<file path="config.mk">
export PLATFORM = sky130hd
export DESIGN_NAME = if_id_decode_stage
export DESIGN_NICKNAME = d
export VERILOG_FILES = /design/src/rtl/riscv_pkg.sv /design/src/rtl/imm_field_pack.sv /design/src/rtl/if_id_decode_stage.sv
export SDC_FILE = /design/constraint.sdc
export NUM_CORES = 1
export LEC_CHECK = 0
export BUFFER_PORTS_ARGS = -buffer_cell sky130_fd_sc_hd__buf_2
export CAP_MARGIN = 20
export CORE_AREA = 8 8 154 156
export DETAILED_ROUTE_END_ITERATION = 7
export DIE_AREA = 0 0 162 164
export PLACE_DENSITY = 0.6
export SLEW_MARGIN = 20
export SYNTH_ARGS = -nofsm -noshare
export SYNTH_HDL_FRONTEND = slang
export SYNTH_SLANG_ARGS = --single-unit
</file>
<file path="constraint.sdc">
create_clock -name clk -period 2.1 [get_ports clk]
set_input_delay 0.42 -clock clk [delete_from_list [all_inputs] [get_ports clk]]
set_output_delay 0.42 -clock clk [all_outputs]
set_load 0.01 [all_outputs]
</file>
<file path="src/rtl/riscv_pkg.sv">
// Shared RV32I definitions: opcodes, immediate-select codes, the decoded
// pipeline entry and the FSM state type of the IF/ID skid buffer.
package riscv_pkg;

    localparam int RV_XLEN  = 32;
    localparam int RV_IMM_W = 20;

    // RV32I base opcodes
    localparam logic [6:0] OP_IMM   = 7'b0010011;
    localparam logic [6:0] LOAD     = 7'b0000011;
    localparam logic [6:0] JALR     = 7'b1100111;
    localparam logic [6:0] SYSTEM   = 7'b1110011;
    localparam logic [6:0] STORE    = 7'b0100011;
    localparam logic [6:0] BRANCH   = 7'b1100011;
    localparam logic [6:0] LUI      = 7'b0110111;
    localparam logic [6:0] AUIPC    = 7'b0010111;
    localparam logic [6:0] JAL      = 7'b1101111;
    localparam logic [6:0] OP       = 7'b0110011;
    localparam logic [6:0] MISC_MEM = 7'b0001111;

    // Immediate-generator select codes (B and J are shifted left by the generator)
    localparam logic [1:0] IMM_I_S = 2'd0;
    localparam logic [1:0] IMM_B   = 2'd1;
    localparam logic [1:0] IMM_U   = 2'd2;
    localparam logic [1:0] IMM_J   = 2'd3;

    typedef struct packed {
        logic [RV_XLEN-1:0]  pc;
        logic [RV_XLEN-1:0]  instr;
        logic [RV_IMM_W-1:0] imm_field;
        logic [1:0]          imm_sel;
        logic                illegal;
    } dec_entry_t;

    typedef enum logic [1:0] {
        ST_EMPTY = 2'd0,
        ST_ONE   = 2'd1,
        ST_FULL  = 2'd2
    } buf_state_e;

endpackage

</file>
<file path="src/rtl/imm_field_pack.sv">
// Packs the raw immediate bits of an RV32I instruction into the 20-bit
// field and 2-bit select code expected by the immediate generator.
module imm_field_pack
    import riscv_pkg::*;
(
    input  logic [RV_XLEN-1:0]  i_instr,
    output logic [RV_IMM_W-1:0] o_imm_field,
    output logic [1:0]          o_imm_sel,
    output logic                o_illegal
);

    logic [6:0] w_opcode;
    assign w_opcode = i_instr[6:0];

    // Opcode-driven immediate packing; unknown opcodes flag illegal with a zero field
    always_comb begin
        o_imm_field = 20'd0;
        o_imm_sel   = IMM_I_S;
        o_illegal   = 1'b0;
        case (w_opcode)
            OP_IMM, LOAD, JALR, SYSTEM: begin
                o_imm_field = {8'd0, i_instr[31:20]};
            end
            STORE: begin
                o_imm_field = {8'd0, i_instr[31:25], i_instr[11:7]};
            end
            BRANCH: begin
                o_imm_field = {8'd0, i_instr[31], i_instr[7], i_instr[30:25], i_instr[11:8]};
                o_imm_sel   = IMM_B;
            end
            LUI, AUIPC: begin
                o_imm_field = i_instr[31:12];
                o_imm_sel   = IMM_U;
            end
            JAL: begin
                o_imm_field = {i_instr[31], i_instr[19:12], i_instr[20], i_instr[30:21]};
                o_imm_sel   = IMM_J;
            end
            OP, MISC_MEM: begin
                o_imm_field = 20'd0;
            end
            default: begin
                o_illegal = 1'b1;
            end
        endcase
    end

endmodule

</file>
<file path="src/rtl/if_id_decode_stage.sv">
// IF/ID stage: accepts {pc, instr} from fetch, pre-decodes it and holds it in
// a 2-entry skid buffer (main output register + overflow register) so that
// in_ready is fully registered and never depends on out_ready.
module if_id_decode_stage
    import riscv_pkg::*;
#(
    parameter int XLEN  = RV_XLEN,
    parameter int IMM_W = RV_IMM_W
)
(
    input  logic             clk,
    input  logic             reset,
    input  logic             flush,
    input  logic             in_valid,
    output logic             in_ready,
    input  logic [XLEN-1:0]  in_pc,
    input  logic [XLEN-1:0]  in_instr,
    output logic             out_valid,
    input  logic             out_ready,
    output logic [XLEN-1:0]  out_pc,
    output logic [XLEN-1:0]  out_instr,
    output logic [6:0]       out_opcode,
    output logic [4:0]       out_rd,
    output logic [4:0]       out_rs1,
    output logic [4:0]       out_rs2,
    output logic [2:0]       out_funct3,
    output logic [IMM_W-1:0] out_imm_field,
    output logic [1:0]       out_imm_sel,
    output logic             out_illegal
);

    logic [IMM_W-1:0] w_imm_field;
    logic [1:0]       w_imm_sel;
    logic             w_illegal;
    dec_entry_t       w_new_entry;
    logic             w_accept;
    logic             w_consume;

    buf_state_e       r_state;
    dec_entry_t       r_main;
    dec_entry_t       r_skid;
    logic             r_out_valid;
    logic             r_in_ready;

    imm_field_pack u_imm_field_pack (
        .i_instr     (in_instr),
        .o_imm_field (w_imm_field),
        .o_imm_sel   (w_imm_sel),
        .o_illegal   (w_illegal)
    );

    assign w_accept  = in_valid && r_in_ready;
    assign w_consume = r_out_valid && out_ready;

    // Assemble the decoded entry that is captured on an accepted transfer
    always_comb begin
        w_new_entry           = '0;
        w_new_entry.pc        = in_pc;
        w_new_entry.instr     = in_instr;
        w_new_entry.imm_field = w_imm_field;
        w_new_entry.imm_sel   = w_imm_sel;
        w_new_entry.illegal   = w_illegal;
    end

    // Skid-buffer FSM; flush only clears valid, payload may stay stale
    always_ff @(posedge clk or negedge reset) begin
        if (!reset) begin
            r_state     <= ST_EMPTY;
            r_main      <= '0;
            r_skid      <= '0;
            r_out_valid <= 1'b0;
            r_in_ready  <= 1'b1;
        end else if (flush) begin
            r_state     <= ST_EMPTY;
            r_out_valid <= 1'b0;
            r_in_ready  <= 1'b1;
        end else begin
            case (r_state)
                ST_EMPTY: begin
                    if (w_accept) begin
                        r_main      <= w_new_entry;
                        r_state     <= ST_ONE;
                        r_out_valid <= 1'b1;
                        r_in_ready  <= 1'b1;
                    end
                end
                ST_ONE: begin
                    if (w_accept && w_consume) begin
                        r_main <= w_new_entry;
                    end else if (w_accept) begin
                        r_skid     <= w_new_entry;
                        r_state    <= ST_FULL;
                        r_in_ready <= 1'b0;
                    end else if (w_consume) begin
                        r_state     <= ST_EMPTY;
                        r_out_valid <= 1'b0;
                    end
                end
                ST_FULL: begin
                    // in_ready is low here, so no new entry can arrive
                    if (w_consume) begin
                        r_main     <= r_skid;
                        r_state    <= ST_ONE;
                        r_in_ready <= 1'b1;
                    end
                end
                default: begin
                    r_state     <= ST_EMPTY;
                    r_out_valid <= 1'b0;
                    r_in_ready  <= 1'b1;
                end
            endcase
        end
    end

    assign in_ready      = r_in_ready;
    assign out_valid     = r_out_valid;
    assign out_pc        = r_main.pc;
    assign out_instr     = r_main.instr;
    assign out_opcode    = r_main.instr[6:0];
    assign out_rd        = r_main.instr[11:7];
    assign out_funct3    = r_main.instr[14:12];
    assign out_rs1       = r_main.instr[19:15];
    assign out_rs2       = r_main.instr[24:20];
    assign out_imm_field = r_main.imm_field;
    assign out_imm_sel   = r_main.imm_sel;
    assign out_illegal   = r_main.illegal;

endmodule

</file>
; Yosys cells after proc, flatten, opt, wreduce, memory -nomap -nowiden
; Index checks and enable logic that the tools add are counted.
; W data, S select, Z words.
[word_totals]
ff_bits = 178
wordCells = 77
[op_classes]
n_eq_ne = 24
mux = 25
bitwise = 2
n_reduce_logical = 13
[ops]
columns = operator, count
row1 = $mux W87, 3
row2 = $pmux W87 S3, 1
row3 = $pmux W20 S5, 1
row4 = $eq A7 B7 Y1 const B, 4
row5 = $eq A7 B6 Y1 const B, 3
row6 = $ne A3 B3 Y1 const B, 6
row7 = $eq A7 B5 Y1 const B, 2
row8 = $mux W2, 6
row9 = $pmux W2 S3, 2
row10 = $reduce_and A4 Y1, 3
row11 = $reduce_or A11 Y1, 1
row12 = $mux W1, 10
row13 = $reduce_and A5 Y1, 2
row14 = $ne A2 B2 Y1 const B, 4
row15 = $eq A7 B2 Y1 const B, 1
row16 = $eq A7 B4 Y1 const B, 1
row17 = $pmux W1 S3, 2
row18 = $ne A4 B4 Y1 const B, 1
row19 = $reduce_or A4 Y1, 1
row20 = $logic_and A1 B1 Y1, 3
row21 = $reduce_bool A3 Y1, 1
row22 = $eq A2 B1 Y1 const B, 1
row23 = $eq A2 B2 Y1 const B, 1
row24 = $logic_not A2 Y1, 1
row25 = other kinds (2), 3

; Longest topological paths before layout
; Gate-level depths: netlist of the first run.
[depth]
ltp_word = 6
mapped_depth = 9

; By module
; Synthesis of the first run repeated with hierarchy kept, for this count alone.
[hier_totals]
cells_unflattened = 693
hier_area_um2 = 8350.5
[by_module_without_submodules]
columns = module, n_inst, cells_each, area_each_um2, seq_area_each_um2
row1 = if_id_decode_stage, 1, 614, 7751.2, 4455.5
row2 = imm_field_pack, 1, 79, 599.3, 0.0

; Worst setup path after synthesis of the first run
; No wires, ideal clock.
[synth_timing]
path_kind = register to register
startpoint = reg r_in_ready, in the netlist in_ready
endpoint = reg r_skid[35] (netlist bit)
setup_ns = 0.125
t_arrival_ns = 1.829
required_ns = 1.975
slack_ns = 0.146
stages_incl_launch_ff = 7
path_buffers = 3
path_cell_list = dfstp_2 > nand2_1 > or4_1 > clkbuf_1 > buf_6 > buf_6 > mux2_4
[synth_between]
elab_chain_len = 4
[synth_lines]
columns = item, line_no
row1 = start: declaration, if_id_decode_stage.sv:43  ; logic r_in_ready;
row2 = start signal: assignment, if_id_decode_stage.sv:72  ; r_in_ready <= 1'b1;
row3 = start signal: assignment, if_id_decode_stage.sv:76  ; r_in_ready <= 1'b1;
row4 = start signal: assignment, if_id_decode_stage.sv:84  ; r_in_ready <= 1'b1;
row5 = $logic_and A1 B1 Y1 *, if_id_decode_stage.sv:52  ; assign w_accept = in_valid && r_in_ready;
row6 = $logic_and A1 B1 Y1, if_id_decode_stage.sv:88  ; if (w_accept && w_consume) begin
row7 = $not A1 Y1 (no line), n/a
row8 = $reduce_and A4 Y1 (no line) *, n/a
row9 = end signal: assignment, if_id_decode_stage.sv:91  ; r_skid <= w_new_entry;
row10 = end: declaration, if_id_decode_stage.sv:41  ; dec_entry_t r_skid;
; Mark *: on every way between the ends. The rest lies on a longest branch, timed or not.
; A chain may end at the register's enable or synchronous reset.

; Final worst setup path of the first run
[layout_timing]
startpoint = reg r_in_ready, in the netlist in_ready
endpoint = reg r_skid[57] (netlist bit)
; Same word-level chain as after synthesis.

==> results of run 1 <==
-- where the power goes --
part | switching (W) | internal [W] | total (W) | leakage [nW]
clock network | 0.00139 | 0.00169 | 0.00308 | 0.272
registers | 0.000762 | 0.00477 | 0.00553 | 2.13
logic | 0.00195 | 0.00197 | 0.00392 | 2.32
-- layout by cell type, fill, tap and decap left out, drive strengths merged, types with 2 or more instances in the layout --
cell,netlist,final
clkinvlp,0,3
o21ai,44,44
buf,51,210
nand3,5,5
clkinv,0,5
a22oi,7,7
clkbuf,37,21
or3,2,2
o22ai,14,14
nor4,5,5
a211oi,2,2
nand3b,3,3
dfrtp,177,177
a21oi,31,31
nor2b,5,5
nor3b,3,3
nand2,165,165
inv,5,8
mux2,64,64
a31oi,68,68
a221o,4,4
diode,0,2
a222oi,5,5
mux2i,4,4
nand2b,5,5
and2,9,9
nor2,88,88
-- cells by family (layout without fill, tap and decap cells) --
| logic type | count (synthesis) | after routing | share of synthesized area |
|---|---|---|---|
| compound gates | 187 | 187 | 0.138 |
| xor+xnor | 1 | 1 | 0.00105 |
| buf+inv | 93 | 249 | 0.0613 |
| flops | 178 | 178 | 0.536 |
| mux | 68 | 68 | 0.114 |
| other cells | 0 | 2 | 0 |
| simple gates | 296 | 296 | 0.149 |
-- routing by layer --
layer / track usage / vias up / share of wire
met5: 0 / - / 0
met4: 0.0614 / 0 / 0.015
met3: 0.0393 / 19 / 0.061
met2: 0.268 / 195 / 0.47
met1: 0.218 / 3153 / 0.45
li1: - / 3115 / -
-- sequential cells by signal (all words and copies together), names as in the netlist --
name,count
in_ready,1
out_illegal,1
out_imm_field,20
out_imm_sel,2
out_instr,32
out_pc,32
out_valid,1
r_skid,87
r_state,2
-- how the worst max path moves through the flow --
stage                    endpoint  cells after the start
CTS                    r_skid[40]                      4
global placement       r_skid[48]                      5
detailed placement     r_skid[40]                      5
finish                 r_skid[57]                      4
global route        out_instr[28]                      8
floorplan              r_skid[35]                      6
-- metrics by stage --
stage	hold WS, ns	total power (W)
floorplan	0.124	0.00811
global placement	0.436	0.00943
detailed placement	0.434	0.00953
CTS	0.203	0.0127
global route	0.208	0.0133
finish	0.228	0.0125
-- worst max-delay path, stage by stage (launching register included) --
cell,delay (ns)
dfstp_2,0.59
nand2_1,0.10
or4_4,0.53
buf_12,0.25
mux2_4,0.36
-- cell type report --
cell class | count | area, um2 | share of cell area
Antenna cell | 2 | 5.00 | 0.000497
Clock buffer | 19 | 453 | 0.0450
Clock inverter | 12 | 108 | 0.0107
Inverter | 5 | 18.8 | 0.00186
Multi-Input combinational cell | 552 | 3370 | 0.335
Sequential cell | 178 | 4460 | 0.442
Tap cell | 280 | 350 | 0.0348
Timing Repair Buffer | 213 | 1310 | 0.130
-- timing repair --
| action | CTS | global route |
|---|---|---|
| endpoints found under the hold margin | 49 | 0 |
| hold buffers | 1 | 0 |
| setup endpoints to repair | 0 | 4 |
| buffers inserted | 0 | 1 |
==> run metrics, run 1 <==
top-count cell post-synth dfrtp_1; f_max 0.494 GHz; clock latency on the worst-skew pair around 0.44 ns; post-synthesis sequential area ratio 0.536; MaxCap Viol Count 0; Initial Util 0.389; CTS tree built; fraction of registers with async set/reset 1.00; CTS clk-pin slew, worst paths 0.07 ns; clk root buf clkbuf_16; Worst EP required 2.41 ns; Hold Crit Depth 2; Final #Nets 1,036; crit end category flop; DRT Pass-1 Iters 7; I/O pins 183; Core Util, Final 0.472; predominant post-synthesis flop cell dfrtp_1; Vias/cell between 5 and 6; CP arrival 2.33 ns; post-synth top area cell dfrtp_1; YS warnings 0; Min-Delay Path Class primary input to flop; reg-to-reg setup timing slack around 0.075 ns; max-slew violation count 0; crit path launch type flop; Port Buffers 182; most area-consuming cells after synthesis dfrtp_1 53%, mux2_4 9.0%, nand2_1 7.5%; Slew headroom 0.673; Core ar. 21,400 um2; peak supply drop 0.545 mV; hold path endpoint out_valid; full die area 26,600 um2; Hold Violations, Final 0; Yosys top cell area share 0.533; vias post-DR 6,482; Final setup viols 0; Syn Area/Cell 10.1 um2; total CTS buffers 17; GRT Residual Overflow 0; largest net degree at the start of global routing 90; number of global-route vias before repair 6,609; share of cells above drive strength 1 0.321; Die Y 164 um; critical path fanouts, max 89; final WL roughly 22,000 um; Unique masters post-synth 51; clock buffer depth 2; global placer's final weighted congestion ~0.77; post-synthesis register bit count 178; Residual DRC 0; num rows 54; CTS sink cnt 178; area grow syn2layout 21.2%; fin crit share 0.964; fin worst setup slack 0.0753 ns; Layout Skew 0.0173 ns; setup TNS 0 ns; minimum clock period 2.02 ns; launching point of the worst reg2reg path in_ready; Routed WL per cell 17.8 um; worst slack, placed approximately 0.12 ns; Total Routing Usage GR 0.167; fillcell total about 2,000; Crit. Startpoint in_ready; Post-synth EDFFs 0; Post-DP HPWL 15,000 um; status completed; Worst-Margin Slew between 0.4 and 0.5 ns; dpl cells ~1,200; Finished Layout Cells 1,261; WS Path Type flop to flop; depth of the worst register-to-register path 4; remaining antenna violation count 0; htree depth 4; Hold Crit Start flush; Pleak 4.72 nW; Die W 162 um; post-synthesis cell area 8310 um2; RSZ-0062 raised after global routing false; Cell Pwr Density 1240 nW/um2; reg2reg end r_skid[57]; Placed Area 9470 um2; ranking of synthesized cells by instance count 177 x dfrtp_1, 165 x nand2_1, 88 x nor2_1; initial antenna violation count 2; DR iter-0 viols 652; Resize count post-CTS 0; Finished Cell Area slightly above 10,000 um2; global-route wire length before repair approximately 36,000 um; post-synthesis cell count 823; syn nets approximately 890
(Power assumes the default switching activity.)
==> run 2: changes to the inputs <==
Settings changed: CORE_AREA 8 8 154 156 to 2 2 148 150, DIE_AREA 0 0 162 164 to 0 0 150 152.
==> run metrics, run 2 (same netlist as run 1, synthesis figures left out) <==
CTS clk-pin slew, worst paths 0.07 ns; minimum clock period between 1.5 and 2 ns; PnR Total Power 0.0124 W; Worst-Margin Slew 0.484 ns; Diodes inserted 0; remaining antenna violation count 0; CP arrival approximately 2.3 ns; buffers and inverters on the worst path 1; fin crit share 0.937; setup TNS 0 ns; Initial Util 0.389; I/O pins between 150 and 200; Total Routing Usage GR 0.190; Post-DP HPWL 14,200 um; htree depth 4; f_max 0.508 GHz; full die area 22,800 um2; clock buffer depth 2; crit-path cells nand2_1, or4_4, buf_12, mux2_4; most frequent cells in the layout 181 x buf_2, 177 x dfrtp_1, 165 x nand2_1; Finished Cell Area 10,000 um2; Routed WL per cell between 15 and 20 um; Finished Layout Cells approximately 1,300; Layout Skew 0.00731 ns; Residual DRC 0; Final setup viols 0; max-slew violation count 0; MaxCap Viol Count 0; global placer's final weighted congestion 0.777; DR iter-0 viols 426; Die W 150 um; Resize count post-CTS 0; number of global-route vias before repair between 6,000 and 7,000; share of cells above drive strength 1 0.320; DRT Pass-1 Iters 5; Hold Violations, Final 0; Die Y 152 um; CP peak stage delay just under 0.6 ns; clk root buf clkbuf_16; dpl cells roughly 1,200; vias post-DR 6,475; total CTS buffers 17; area grow syn2layout 20.6%; critical path fanouts, max 67; Pleak between 4 and 5 nW; worst slack, placed 0.119 ns; most common cell after layout, fill and taps aside buf_2; CP max-delay cell dfstp_2; largest net degree at the start of global routing 68; CTS tree built; CP top delay family simple AND/OR/NAND/NOR gates; GRT Residual Overflow 0; WS Path Type flop to flop; final WL about 21,000 um; Core ar. approximately 21,000 um2; initial antenna violation count 0; Largest register FFs 87; fin worst setup slack 0.133 ns; Biggest register r_skid; global-route wire length before repair around 34,000 um; peak supply drop 0.590 mV; Vias/cell 5.14; clock latency on the worst-skew pair around 0.43 ns; Final #Nets 1,035; Cell Pwr Density 1230 nW/um2; Placed Area about 9500 um2; Port Buffers 182; Min-Delay Path Class primary input to flop; crit path launch type flop; CTS sink cnt between 150 and 200; post-CTS setup buffer count 0; num rows 54; crit end category flop; RSZ-0062 raised after global routing false; Slew headroom 0.677; status completed; Worst EP required 2.41 ns
## run 2: area by class of cell
cell class | count | area (um2)
clock buffer | 20 | 457
inverter | 5 | 18.8
clock inverter | 12 | 97.6
multi-input combinational | 552 | 3370
sequential | 178 | 4460
tap | 280 | 350
timing repair buffer | 212 | 1270
fill | 2081 | 11300
## run 2: metrics by stage
stage                util  hold slack, ns
floorplan               -           0.124
global placement    0.443           0.378
detailed placement  0.443           0.380
CTS                 0.470           0.206
global route        0.470           0.213
finish              0.470           0.218
## run 2: power breakdown
part / switching [W] / internal [W] / total, W
combinational: 0.00187 / 0.00196 / 0.00384
clock: 0.00141 / 0.00160 / 0.00301
sequential: 0.000760 / 0.00477 / 0.00553
## run 2: routing by layer
metal	routed length, um	vias to the layer above	part of all wire	global-route usage
li1	-	3117	-	-
met1	9790	3170	0.47	0.263
met2	9990	173	0.48	0.302
met3	943	15	0.045	0.0333
met4	284	0	0.014	0.0615
met5	0	-	0	0
## run 2: final timing paths
kind / startpoint / to / slack (ns) / cells past startpoint
min reg2reg: out_instr[31] / out_instr[31] / 0.48 / 2
min in group asynchronous: reset / r_skid[31] / 0.47 / 2
max in group asynchronous: reset / r_skid[71] / 0.95 / 3
max reg2reg: in_ready / r_skid[58] / 0.13 / 4
min: flush / r_state[0] / 0.22 / 2
max: in_ready / r_skid[58] / 0.13 / 4
## run 2: repair_timing
item | CTS | global route
hold buffers | 1 | 0
hold endpoints to repair | 39 | 0
endpoints found under the setup margin | 0 | 0
==> run 3: changes to the inputs <==
Settings changed: ABC_AREA set to 1, CORE_AREA 2 2 148 150 to 2 2 149 151, DIE_AREA 0 0 150 152 to 0 0 151 153.
==> run metrics, run 3 <==
Yosys top cell area share 0.522; syn nets 1,139; post-synthesis cell area approximately 8500 um2; initial antenna violation count 1; Pleak 5.35 nW; Hold Crit Depth 3; predominant post-synthesis flop cell dfrtp_1; full die area 23,100 um2; Syn Area/Cell 7.94 um2; Worst-Margin Slew about 0.46 ns; minimum clock period approximately 1.7 ns; worst slack, placed 0.296 ns; reg-to-reg setup timing slack 0.38 ns; Hold Buf Count CTS 1; DR iter-0 viols roughly 600; Cell Pwr Density around 1400 nW/um2; crit path launch type flop; launching point of the worst reg2reg path in_ready; Total Routing Usage GR 0.194; Gate power share 0.331; Slew headroom 0.692; fin crit share 0.820; most common cell after layout, fill and taps aside nand2_1; GRT Residual Overflow 0; clock buffer depth 2; peak supply drop 0.473 mV; fin worst setup slack 0.378 ns; largest net degree at the start of global routing 85; total CTS buffers 17; Core Util, Final 0.472; global placer's final weighted congestion just over 0.9; status completed; Residual DRC 0; global-route wire length before repair 35,400 um; most frequent cells in the layout 334 x nand2_1, 181 x buf_2, 177 x dfrtp_1; top-count cell post-synth nand2_1; reg2reg end out_imm_field[17]; Net Switching about 0.0050 W; Layout Skew 0.0101 ns; Core ar. around 21,000 um2; Routed WL per cell 14.5 um; number of global-route vias before repair 6,645; hold path endpoint r_skid[68]; WS Path Type flop to flop; CTS sink cnt 178; YS warnings 0; clock share of power 0.249; Die Y 153 um; Unique masters post-synth 22; Hold Crit Start in_pc[13]; num rows 54; final WL 21,700 um; Post-synth EDFFs 0; crit end category flop; Largest register FFs 87; fraction of registers with async set/reset 1.00; Port Buffers 182; post-synth top area cell dfrtp_1; depth of the worst register-to-register path 9; MaxCap Viol Count 0; Initial Util 0.395; RSZ-0062 raised after global routing false; ranking of synthesized cells by instance count 336 x nand2_1, 177 x dfrtp_1, 145 x o21ai_0; CTS clk-pin slew, worst paths 0.07 ns; post-synthesis register bit count 178; setup TNS 0 ns; Final setup viols 0; area grow syn2layout 19.5%; Biggest register r_skid; Hold Violations, Final 0; Min-Delay Path Class primary input to flop; post-synthesis cell count 1,070; most area-consuming cells after synthesis dfrtp_1 52%, nand2_1 15%, o21ai_0 8.5%; clock latency on the worst-skew pair 0.43 ns; max-slew violation count 0; Final #Nets 1,273; htree depth 4; clk root buf clkbuf_16; share of cells above drive strength 1 0.208; Die W 151 um; Sw Share 0.365; critical path fanouts, max 35; Post-DP HPWL 15,100 um; f_max 0.581 GHz; Flop pwr share 0.420; Vias/cell 4.84; Worst EP required between 2 and 2.5 ns; remaining antenna violation count 0; vias post-DR 7,254; post-CTS setup buffer count 0; CP arrival approximately 2.1 ns; CTS tree built; PnR Total Power 0.0137 W; I/O pins 183; Cell Int Power 0.00872 W; DRT Pass-1 Iters 5; Resize count post-CTS 0; post-synthesis sequential area ratio 0.525
==> run 3: worst max-delay path by stage <==
stage | from | to | cells after the start
global placement | out_ready | out_pc[10] | 9
floorplan | in_ready | out_imm_field[13] | 10
finish | in_ready | out_imm_field[17] | 9
global route | out_valid | out_pc[16] | 8
detailed placement | out_ready | out_pc[18] | 9
CTS | in_ready | out_imm_field[17] | 9
==> run 3: cells by family after synthesis <==
logic type | after synthesis | share of synthesized area
DFF | 178 | 0.525
muxes | 1 | 0.00118
and+or+nand+nor | 468 | 0.221
AOI/OAI and AO/OA | 247 | 0.148
buffers and inverters | 176 | 0.106
==> run 3: layout make-up <==
| cell class | count | area, um2 |
|---|---|---|
| fill | 2135 | 11300 |
| sequential | 178 | 4460 |
| multi-input combinational | 716 | 3160 |
| timing repair buffer | 205 | 1230 |
| clock buffer | 18 | 439 |
| tap | 280 | 350 |
| inverter | 86 | 324 |
| clock inverter | 14 | 189 |
| antenna | 1 | 2.50 |
==> run 3: metrics by stage <==
step	hold WS (ns)	instances	area (um2)
finish	0.212	1498	10100
global route	0.200	1498	10100
CTS	0.193	1497	10100
detailed placement	0.341	1464	9510
global placement	0.336	1464	9510
floorplan	0.124	1070	8490
==> run 3: worst max-delay path: stages (launching register included) <==
cell and delay [ns]:
dfstp_2 0.55, nand2_1 0.08, inv_1 0.13, o21ai_1 0.09
nand2_1 0.10, nand2_4 0.18, buf_12 0.24, a21oi_1 0.11
o21ai_0 0.10, nand2_1 0.08
==> run 3: routing by layer <==
layer,up-vias,GRT usage,part of all wire
met5,-,0,0
met4,0,0.0570,0.012
met1,3367,0.287,0.49
li1,3674,-,-
met3,22,0.0400,0.051
met2,191,0.287,0.44
==> run 3: power by group through the flow <==
stage	sequential, W	combinational (W)	clock [W]
final	0.00577	0.00455	0.00341
after global routing	0.00597	0.00523	0.00364
after CTS	0.00579	0.00463	0.00350
after detailed placement	0.00583	0.00460	0
after global placement	0.00580	0.00451	0
after floorplan	0.00606	0.00283	0
